[src/rtl/mc_ctrl_fsm_v2.sv]
// mc_ctrl_fsm_v2 -- multicycle control unit for the 4-bit-opcode datapath.
//
// Sequences fetch / decode / execute and drives every datapath strobe. Memory
// accesses (fetch, load, store) wait on mem_ready with a bounded wait counter
// that traps on timeout. Undefined opcodes trap or retire as NOP. Two
// saturating counters report retired instructions and active cycles.
//
// Ports
//   clock          in   1      system clock, all state on rising edge
//   reset          in   1      synchronous active-low reset
//   instr          in   4      opcode field of IR
//   N, Z           in   1      ALU flags used by branches
//   mem_ready      in   1      memory completes the current access this cycle
//   stall          in   1      hold before fetch (looked at in C1 only)
//   PCwrite .. FlagWrite  out 1 each  datapath strobes
//   R1Sel          out  2      register-file port-1 select
//   ALU2, ALUop    out  3 each ALU operand-2 select / operation
//   trap           out  1      high while in TRAP
//   instr_count    out  CNT_W  retired instructions, saturating
//   cycle_count    out  CNT_W  active cycles (not RST/TRAP), saturating
//
// state | meaning
// RST   | reset, all outputs low
// C1    | fetch (or stalled before fetch)
// C2    | decode, load R1/R2
// ASN3  | add/sub/nand ALU op
// SH3   | shift ALU op
// EX4   | write ALU result back
// ORI3  | reselect R1 for ori
// ORI4  | ori ALU op
// ORI5  | ori write-back
// LD3   | memory read into MDR
// LD4   | load write-back
// ST3   | memory write
// BPZ   | branch if N==0
// BZ    | branch if Z==1
// BNZ   | branch if Z==0
// JAL3  | compute link value
// JAL4  | write link register
// JAL5  | jump
// JMP3  | jump
// TRAP  | fatal halt, exits only via reset

module mc_ctrl_fsm_v2 #(
    parameter int WAIT_W       = 4,
    parameter int WAIT_MAX     = 15,
    parameter int CNT_W        = 16,
    parameter bit TRAP_ILLEGAL = 1'b1
) (
    input  logic             clock,
    input  logic             reset,
    input  logic [3:0]       instr,
    input  logic             N,
    input  logic             Z,
    input  logic             mem_ready,
    input  logic             stall,
    output logic             PCwrite,
    output logic             AddrSel,
    output logic             MemRead,
    output logic             MemWrite,
    output logic             IRload,
    output logic             MDRload,
    output logic             R1R2Load,
    output logic             ALU1,
    output logic             ALUOutWrite,
    output logic             RFWrite,
    output logic             RegIn,
    output logic             FlagWrite,
    output logic [1:0]       R1Sel,
    output logic [2:0]       ALU2,
    output logic [2:0]       ALUop,
    output logic             trap,
    output logic [CNT_W-1:0] instr_count,
    output logic [CNT_W-1:0] cycle_count
);

    typedef enum logic [4:0] {
        S_RST, S_C1, S_C2, S_ASN3, S_SH3, S_EX4, S_ORI3, S_ORI4, S_ORI5,
        S_LD3, S_LD4, S_ST3, S_BPZ, S_BZ, S_BNZ, S_JAL3, S_JAL4, S_JAL5,
        S_JMP3, S_TRAP
    } state_t;

    localparam logic [CNT_W-1:0] CNT_MAX = '1;

    state_t            state;
    state_t            state_nxt;
    logic [WAIT_W-1:0] wait_cnt;
    logic              mem_wait;
    logic              wait_to;
    logic              retire;

    assign wait_to = (wait_cnt == WAIT_W'(WAIT_MAX));
    // Any entry into C1 from an execute state (or the NOP path out of C2)
    // retires one instruction; C1->C1 (stall/wait) and RST->C1 do not.
    assign retire  = (state_nxt == S_C1) && (state != S_C1) && (state != S_RST);

    always_ff @(posedge clock) begin
        if (!reset) begin
            state       <= S_RST;
            wait_cnt    <= '0;
            instr_count <= '0;
            cycle_count <= '0;
        end else begin
            state <= state_nxt;
            // Leaving a state always clears the wait count, so every memory
            // state starts its access with a fresh budget.
            if (state_nxt != state) begin
                wait_cnt <= '0;
            end else if (mem_wait) begin
                wait_cnt <= wait_cnt + 1'b1;
            end
            if (retire && (instr_count != CNT_MAX)) begin
                instr_count <= instr_count + 1'b1;
            end
            if ((state != S_RST) && (state != S_TRAP) && (cycle_count != CNT_MAX)) begin
                cycle_count <= cycle_count + 1'b1;
            end
        end
    end

    always_comb begin
        state_nxt   = state;
        mem_wait    = 1'b0;
        PCwrite     = 1'b0;
        AddrSel     = 1'b0;
        MemRead     = 1'b0;
        MemWrite    = 1'b0;
        IRload      = 1'b0;
        MDRload     = 1'b0;
        R1R2Load    = 1'b0;
        ALU1        = 1'b0;
        ALUOutWrite = 1'b0;
        RFWrite     = 1'b0;
        RegIn       = 1'b0;
        FlagWrite   = 1'b0;
        R1Sel       = 2'b00;
        ALU2        = 3'b000;
        ALUop       = 3'b000;
        trap        = 1'b0;

        case (state)
            S_RST: state_nxt = S_C1;

            S_C1: begin
                if (!stall) begin
                    AddrSel = 1'b1;
                    MemRead = 1'b1;
                    ALU2    = 3'b001;
                    PCwrite = mem_ready;
                    IRload  = mem_ready;
                    if (mem_ready) begin
                        state_nxt = S_C2;
                    end else begin
                        mem_wait = 1'b1;
                        if (wait_to) state_nxt = S_TRAP;
                    end
                end
            end

            S_C2: begin
                R1R2Load = 1'b1;
                casez (instr)
                    4'b0100, 4'b0110, 4'b1000: state_nxt = S_ASN3;
                    4'b?011: state_nxt = S_SH3;
                    4'b?111: state_nxt = S_ORI3;
                    4'b0000: state_nxt = S_LD3;
                    4'b0010: state_nxt = S_ST3;
                    4'b1101: state_nxt = S_BPZ;
                    4'b0101: state_nxt = S_BZ;
                    4'b1001: state_nxt = S_BNZ;
                    4'b1100: state_nxt = S_JAL3;
                    4'b1110: state_nxt = S_JMP3;
                    default: state_nxt = TRAP_ILLEGAL ? S_TRAP : S_C1;
                endcase
            end

            S_ASN3: begin
                ALU1        = 1'b1;
                ALUOutWrite = 1'b1;
                FlagWrite   = 1'b1;
                case (instr)
                    4'b0110: ALUop = 3'b001;
                    4'b1000: ALUop = 3'b011;
                    default: ALUop = 3'b000;
                endcase
                state_nxt = S_EX4;
            end

            S_SH3: begin
                ALU1        = 1'b1;
                ALUOutWrite = 1'b1;
                FlagWrite   = 1'b1;
                ALU2        = 3'b100;
                ALUop       = 3'b100;
                state_nxt   = S_EX4;
            end

            S_EX4: begin
                RFWrite   = 1'b1;
                state_nxt = S_C1;
            end

            S_ORI3: begin
                R1Sel     = 2'b10;
                R1R2Load  = 1'b1;
                state_nxt = S_ORI4;
            end

            S_ORI4: begin
                ALU1        = 1'b1;
                ALU2        = 3'b011;
                ALUop       = 3'b010;
                ALUOutWrite = 1'b1;
                FlagWrite   = 1'b1;
                state_nxt   = S_ORI5;
            end

            S_ORI5: begin
                R1Sel     = 2'b10;
                RFWrite   = 1'b1;
                state_nxt = S_C1;
            end

            S_LD3: begin
                MemRead = 1'b1;
                MDRload = mem_ready;
                if (mem_ready) begin
                    state_nxt = S_LD4;
                end else begin
                    mem_wait = 1'b1;
                    if (wait_to) state_nxt = S_TRAP;
                end
            end

            S_LD4: begin
                ALUOutWrite = 1'b1;
                RFWrite     = 1'b1;
                RegIn       = 1'b1;
                state_nxt   = S_C1;
            end

            S_ST3: begin
                MemWrite = 1'b1;
                if (mem_ready) begin
                    state_nxt = S_C1;
                end else begin
                    mem_wait = 1'b1;
                    if (wait_to) state_nxt = S_TRAP;
                end
            end

            S_BPZ: begin
                ALU2      = 3'b010;
                PCwrite   = ~N;
                state_nxt = S_C1;
            end

            S_BZ: begin
                ALU2      = 3'b010;
                PCwrite   = Z;
                state_nxt = S_C1;
            end

            S_BNZ: begin
                ALU2      = 3'b010;
                PCwrite   = ~Z;
                state_nxt = S_C1;
            end

            S_JAL3: begin
                ALU2        = 3'b101;
                ALUOutWrite = 1'b1;
                FlagWrite   = 1'b1;
                state_nxt   = S_JAL4;
            end

            S_JAL4: begin
                R1Sel     = 2'b10;
                RFWrite   = 1'b1;
                state_nxt = S_JAL5;
            end

            S_JAL5: begin
                PCwrite   = 1'b1;
                ALU2      = 3'b010;
                state_nxt = S_C1;
            end

            S_JMP3: begin
                PCwrite   = 1'b1;
                ALU1      = 1'b1;
                ALU2      = 3'b101;
                ALUop     = 3'b000;
                state_nxt = S_C1;
            end

            S_TRAP: trap = 1'b1;

            default: state_nxt = S_RST;
        endcase
    end

endmodule

[config.mk]
export PLATFORM = sky130hd
export DESIGN_NAME = mc_ctrl_fsm_v2
export DESIGN_NICKNAME = d
export VERILOG_FILES = /design/src/rtl/mc_ctrl_fsm_v2.sv
export SDC_FILE = /design/constraint.sdc
export NUM_CORES = 1
export LEC_CHECK = 0
export CELL_PAD_IN_SITES_DETAIL_PLACEMENT = 0
export CELL_PAD_IN_SITES_GLOBAL_PLACEMENT = 1
export CORE_MARGIN = 2
export CORE_UTILIZATION = 34
export CTS_CLUSTER_SIZE = 16
export DETAILED_ROUTE_END_ITERATION = 12
export PLACE_DENSITY = 0.83
export SYNTH_ARGS = -nofsm -noshare
export SYNTH_HDL_FRONTEND = slang
export SYNTH_SLANG_ARGS = --single-unit
[constraint.sdc]
create_clock -name clock -period 2.48 [get_ports clock]
set_input_delay 0.496 -clock clock [delete_from_list [all_inputs] [get_ports clock]]
set_output_delay 0.496 -clock clock [all_outputs]
set_load 0.02 [all_outputs]
==> results of run 1 <==
==> routing by layer <==
| metal | track usage [%] | up-vias | wire length (um) |
|---|---|---|---|
| met2 | 29.49 | 87 | 4105 |
| met3 | 2.529 | 7 | 361 |
| met5 | 0 | - | 0 |
| met4 | 3.359 | 0 | 66 |
| met1 | 24.98 | 1598 | 4180 |
| li1 | - | 1611 | - |
==> registers in the layout, indices dropped and copies added, names as in the netlist <==
| signal | count |
|---|---|
| instr_count | 16 |
| cycle_count | 16 |
| wait_cnt | 4 |
| state | 5 |
==> critical path, delay by kind of cell <==
family	cells	cell delay, ns
AOI/OAI and AO/OA	3	0.48
buffers and inverters	3	0.85
and+or+nand+nor	3	0.81
==> cell families (layout without fill, tap and decap cells) <==
family | Yosys count | count (layout) | share of synthesized area, %
simple gates | 195 | 196 | 36.79
xor+xnor | 16 | 16 | 4.796
other cells | 1 | 1 | 0.1284
fa+ha+maj | 4 | 4 | 1.628
buf+inv | 40 | 143 | 5.910
flops | 41 | 41 | 28.09
compound gates | 68 | 68 | 17.17
mux | 16 | 16 | 5.482
==> cell type report <==
class | instances | share of cell area, %
timing repair buffer | 125 | 25.54
inverter | 11 | 0.9689
multi-input combinational | 301 | 48.94
clock buffer | 7 | 2.026
tap | 105 | 3.083
sequential | 41 | 19.44
==> power by group through the flow <==
stage / logic (mW) / clock network, mW / registers [mW]
6_report: 0.406 / 0.443 / 0.687
5_1_grt: 0.438 / 0.483 / 0.690
4_1_cts: 0.385 / 0.456 / 0.687
3_5_place_dp: 0.377 / 0 / 0.702
3_3_place_gp: 0.370 / 0 / 0.702
2_1_floorplan: 0.196 / 0 / 0.704
==> metrics by stage <==
| step | instance area, um^2 | total power [mW] | worst slack (ns) | instances | hold WS (ns) |
|---|---|---|---|---|---|
| floorplan | 2922 | 0.9000 | 0.1180 | 381 | 0.5212 |
| global placement | 4016 | 1.072 | -0.4298 | 580 | 0.4733 |
| detailed placement | 4016 | 1.079 | -0.5142 | 580 | 0.4969 |
| CTS | 4150 | 1.528 | 0.0002685 | 589 | 0.5123 |
| global route | 4262 | 1.611 | -0.02692 | 590 | 0.5394 |
| finish | 4262 | 1.536 | 0.05484 | 590 | 0.5077 |
==> final timing paths <==
check	slack, ns	end	from	cells after the start
setup reg to reg	0.10	instr_count[14]	state[0]	8
hold reg to reg	0.51	instr_count[1]	instr_count[1]	2
hold / removal	0.51	instr_count[1]	instr_count[1]	2
setup / recovery	0.05	instr_count[9]	instr[1]	9
==> layout by cell type (no fill, tap or decap), types with 5 or more instances in the layout <==
cell,instances
and3_1,9
nor3_1,15
a21oi_1,12
nand2b_1,15
a31oi_1,5
o31ai_1,7
buf_4,63
xnor2_1,6
mux2i_1,16
inv_1,11
nor2_1,35
dfxtp_1,37
a22oi_1,5
clkdlybuf4s50_1,41
nand4_1,10
and4_1,5
nor4_1,5
nand3_1,17
and2_1,5
nand2_1,36
clkbuf_8,6
dlygate4sd2_1,12
nor2b_1,6
xor2_1,10
==> what timing repair did <==
item | CTS | global route
pin swaps | 2 | 6
gates cloned | 1 | 0
setup buffers | 1 | 1
hold endpoints to repair | 0 | 0
setup endpoints to repair | 33 | 22
gates resized for setup | 31 | 32
==> results.md, run 1 <==
- Status: finished, final reports clean
- Multi-input gate area: 2086 um^2
- Largest net degree at the start of global routing: 28
- Worst skew pair latency: 0.29 ns
- Crit Path Category: primary input to flip-flop
- Die Y: 96.70 um
- Cts hold-fix bufs: 0
- Pins Over Slew Limit: 0
- Clock buffer depth: 2
- CP peak stage delay: 0.53 ns
- CP Data Required Time: 2.70 ns
- # IOs: 63
- Sequential share of the synthesized area: 28.09%
- Final count of hold timing violations: 0
- Worst slew pin tran: 0.7573 ns
- ANT nets after route: 0
- RD Place Congestion: 0.8783
- DR WL/cell: 14.77 um
- Syn avg cell area: 7.668 um^2
- Fin Clk Skew: 0.006025 ns
- Post-layout min period: 2.425 ns
- CTS Buf Count: 5
- Post-DP HPWL: 6433 um
- Clk slew on worst S/H paths: 0.07 ns
- Ratio of cells with drive above 1 in the final layout: 22.47%
- Share of the synthesized area in the top cell type: 28.09%
- Power Density: 360.5 nW/um^2
- DRC viols: 0
- Net Count, Synth: 394
- Synth area leader: dfxtp_1
- Register area: 828.3 um^2
- Reg power frac: 44.7%
- Fillers: 797
- # setup viols final: 0
- Most frequent cell after synthesis: dfxtp_1
- F_max: 412.3 MHz
- Cell row count: 33
- Post-synth cell types: 62
- VDD IR max: 0.2408 mV
- Worst EP arrival: 2.65 ns
- Total Routing Usage GR: 17.84%
- Area Overhead vs Synth: 45.87%
- Cell leakage power: 1.669 nW
- Avg Vias per Cell: 5.598
- Vias: 3303
- H-tree levels: 2
- Synth async-reset ratio: 0%
- Hold crit path type: flip-flop to flip-flop
- Final core area utilization: 51.61%
- DR iter-0 viols: 253
- Crit path top cell by count: buf_4
- Initial antenna violation count: 0
- Max-cap violations: 0
- Post-synthesis register bit count: 41
- Syn Inst Count: 381
- Starting Density: 35.38%
- Yosys Warn Count: 0
- Startpoint type of the worst setup path: primary input
- Crit share post-route: 97.79%
- Clock tree from TritonCTS: yes
- Clock Sinks: 41
- Post-synth EDFFs: 0
- GR Overflow Total: 0
- Largest cells by area after synthesis: dfxtp_1, mux2i_1, nor2_1, nand2_1, nand2b_1
- Layout Nets: 498
- Clock power frac: 28.8%
- Die X: 96.70 um
- Critical path capture point type: flip-flop
- Sw frac: 29.68%
- NetSw: 456.0 uW
- Core ar.: 8258 um^2
- Unrepaired setup endpoints after global routing: yes
- Vias in the first global route: 2968
- First-pass GRT wire length: 14250 um
- Routed wire length: 8714 um
- N_diodes: 0
- Clock Root Buffer: clkbuf_8
- Crit-path max FO: 6
- Ys flop type: dfxtp_1
- Logic pwr share: 26.4%
- Area of the die: 9350 um^2
- Rel. slew slack: 48.80%
- TNS Setup: 0 ns
- Mapped cell area: 2922 um^2
- Crit path cell chain: clkdlybuf4s50_1 > buf_4 > nor2b_1 > o21ai_1 > and4_2 > o22ai_4 > buf_4 > or4_1 > a21oi_1
- Port Buffers: 61
- Slowest library cell on the worst path: clkdlybuf4s50_1
- P_int: 1.080 mW
- Synth cell count leaders: dfxtp_1, nor2_1, nand2_1
- 1st-pass router iterations: 5
No activity file was read; power rests on OpenSTA's default activity.
==> inputs of run 2 (changes only) <==
--- a/config.mk
+++ b/config.mk
@@ -7,7 +7,7 @@
 export LEC_CHECK = 0
 export CELL_PAD_IN_SITES_DETAIL_PLACEMENT = 0
 export CELL_PAD_IN_SITES_GLOBAL_PLACEMENT = 1
-export CORE_MARGIN = 2
+export CORE_MARGIN = 1.5
 export CORE_UTILIZATION = 34
 export CTS_CLUSTER_SIZE = 16
 export DETAILED_ROUTE_END_ITERATION = 12
==> run 2 against run 1 <==
  * Sequential share of layout area grew 0.069 points
  * Sequential power is 0.6% higher
  * Die area shrank 2.1%
  * Flip-flop and latch count is the same
  * Cell count is 0.34% lower
  * Critical endpoint is now instr_count[12]
  * First-iteration DRC count fell by 36%
  * Count of clock-buffer cells in the layout decreased by 1
  * Worst hold slack lost 0.015 ns
==> results.md, run 2 (synthesis gave the netlist of run 1 again) <==
- WP buf/inv: 1
- Final count of hold timing violations: 0
- Worst path top cell family by delay: simple AND/OR/NAND/NOR gates
- CTS Buf Count: 5
- H-tree levels: 2
- RD Place Congestion: 0.9288
- # setup viols final: 0
- Routed wire length: 8601 um
- Vias: 3218
- Crit path cell chain: dlygate4sd2_1 > or3_1 > a21o_1 > a221oi_4 > nand3_4 > or4_1 > o211a_1
- Layout Nets: 495
- Ratio of cells with drive above 1 in the final layout: 21.12%
- Starting Density: 35.38%
- Worst skew pair latency: 0.30 ns
- Leading cell type in the layout, fill and taps excluded: buf_4
- Avg Vias per Cell: 5.473
- Non-filler cells, final: 588
- F_max: 413.5 MHz
- Slowest library cell on the worst path: or4_1
- Port Buffers: 61
- Pins Over Slew Limit: 0
- 1st-pass router iterations: 4
- TNS Setup: 0 ns
- Top flop regs: cycle_count (16), instr_count (16), state (5)
- Largest net degree at the start of global routing: 28
- Core ar.: 8258 um^2
- Critical path capture point type: flip-flop
- Status: finished, final reports clean
- Area of the die: 9158 um^2
- # IOs: 63
- DR WL/cell: 14.63 um
- Final core area utilization: 51.42%
- Clock Sinks: 41
- DR iter-0 viols: 163
- N_diodes: 0
- Clock Root Buffer: clkbuf_8
- Worst slew pin tran: 0.7107 ns
- Crit Path Category: primary input to flip-flop
- Crit share post-route: 97.51%
- Commonest non-fill, non-tap cells in the layout: buf_4, clkdlybuf4s50_1, dfxtp_1
- Fin worst setup slack: 0.06185 ns
- WHS: 0.4931 ns
- Startpoint type of the worst setup path: primary input
- VDD IR max: 0.2707 mV
- Cts hold-fix bufs: 0
- CP Data Required Time: 2.68 ns
- Die X: 95.70 um
- Dpl cells: 574
- Hold crit path type: flip-flop to flip-flop
- GR Overflow Total: 0
- Fin Clk Skew: 0.005947 ns
- ANT nets after route: 0
- Power Density: 361.5 nW/um^2
- Clock tree from TritonCTS: yes
- Clk slew on worst S/H paths: 0.08 ns
- Worst EP arrival: 2.62 ns
- Fillers: 810
- CP peak stage delay: 0.55 ns
- Clock buffer depth: 2
- Post-layout min period: 2.418 ns
- Crit-path max FO: 5
- Total Routing Usage GR: 19.89%
- Cell leakage power: 1.667 nW
- Die Y: 95.70 um
- Minimum setup slack after placement: -0.6036 ns
- Post-DP HPWL: 6182 um
- Cell row count: 33
- Initial antenna violation count: 0
- Max-cap violations: 0
- Rel. slew slack: 51.95%
- Vias in the first global route: 3025
- DRC viols: 0
- Area Overhead vs Synth: 45.35%
- First-pass GRT wire length: 14550 um
==> run 2: cell types whose count changed in the layout (fill, tap and decap cells not counted), sizes merged <==
| cell | before | now |
|---|---|---|
| buf | 65 | 62 |
| clkdlybuf4s50 | 41 | 39 |
| clkinvlp | 0 | 2 |
| clkbuf | 10 | 9 |
| dlygate4sd1 | 0 | 1 |
| dlygate4sd2 | 12 | 13 |
==> run 2: path summary, 6_finish.rpt <==
check | from | end | slack (ns) | cells after the start
setup / recovery | instr[3] | instr_count[12] | 0.06 | 7
hold / removal | instr_count[1] | instr_count[1] | 0.49 | 2
setup reg to reg | state[4] | instr_count[12] | 0.09 | 6
hold reg to reg | instr_count[1] | instr_count[1] | 0.49 | 2
==> run 2: layout make-up <==
type | instances | area (um^2) | area share, %
inverters | 11 | 41.29 | 0.9723
clock buffers | 6 | 72.57 | 1.709
repair buffers | 122 | 1074 | 25.28
multi-input cells | 301 | 2085 | 49.09
well taps | 105 | 131.4 | 3.094
flip-flops and latches | 41 | 828.3 | 19.51
clock inverters | 2 | 15.01 | 0.3536
==> run 2: tightest hold or removal path: stages (launching register included) <==
cell and delay (ns):
dfxtp_1 0.34, nand2_1 0.06, mux2i_1 0.05
==> run 2: layer usage <==
| layer | GRT usage (%) | vias to the layer above | wire length, um |
|---|---|---|---|
| met4 | 5.515 | 0 | 145 |
| met3 | 3.633 | 15 | 482 |
| met1 | 28.10 | 1502 | 4061 |
| met5 | 0 | - | 0 |
| met2 | 30.81 | 96 | 3913 |
| li1 | - | 1605 | - |
==> run 2: repair_timing <==
action                                  in CTS  in global routing
pin swaps                                    3                  6
buffers inserted                             1                  4
gates resized for setup                     49                 18
gates cloned                                 1                  0
endpoints found under the setup margin      35                 19
==> run 2: per-stage QoR <==
| step | total power [mW] | area (um^2) |
|---|---|---|
| floorplan | 0.9000 | 2922 |
| global placement | 1.067 | 3978 |
| detailed placement | 1.072 | 3978 |
| CTS | 1.531 | 4161 |
| global route | 1.622 | 4247 |
| finish | 1.535 | 4247 |
==> run 2: where the power goes <==
group / internal (mW) / switching [mW] / leakage (nW)
clock: 0.198 / 0.245 / 0.0374
combinational: 0.189 / 0.211 / 1.30
sequential: 0.671 / 0.0208 / 0.333
total: 1.06 / 0.477 / 1.67
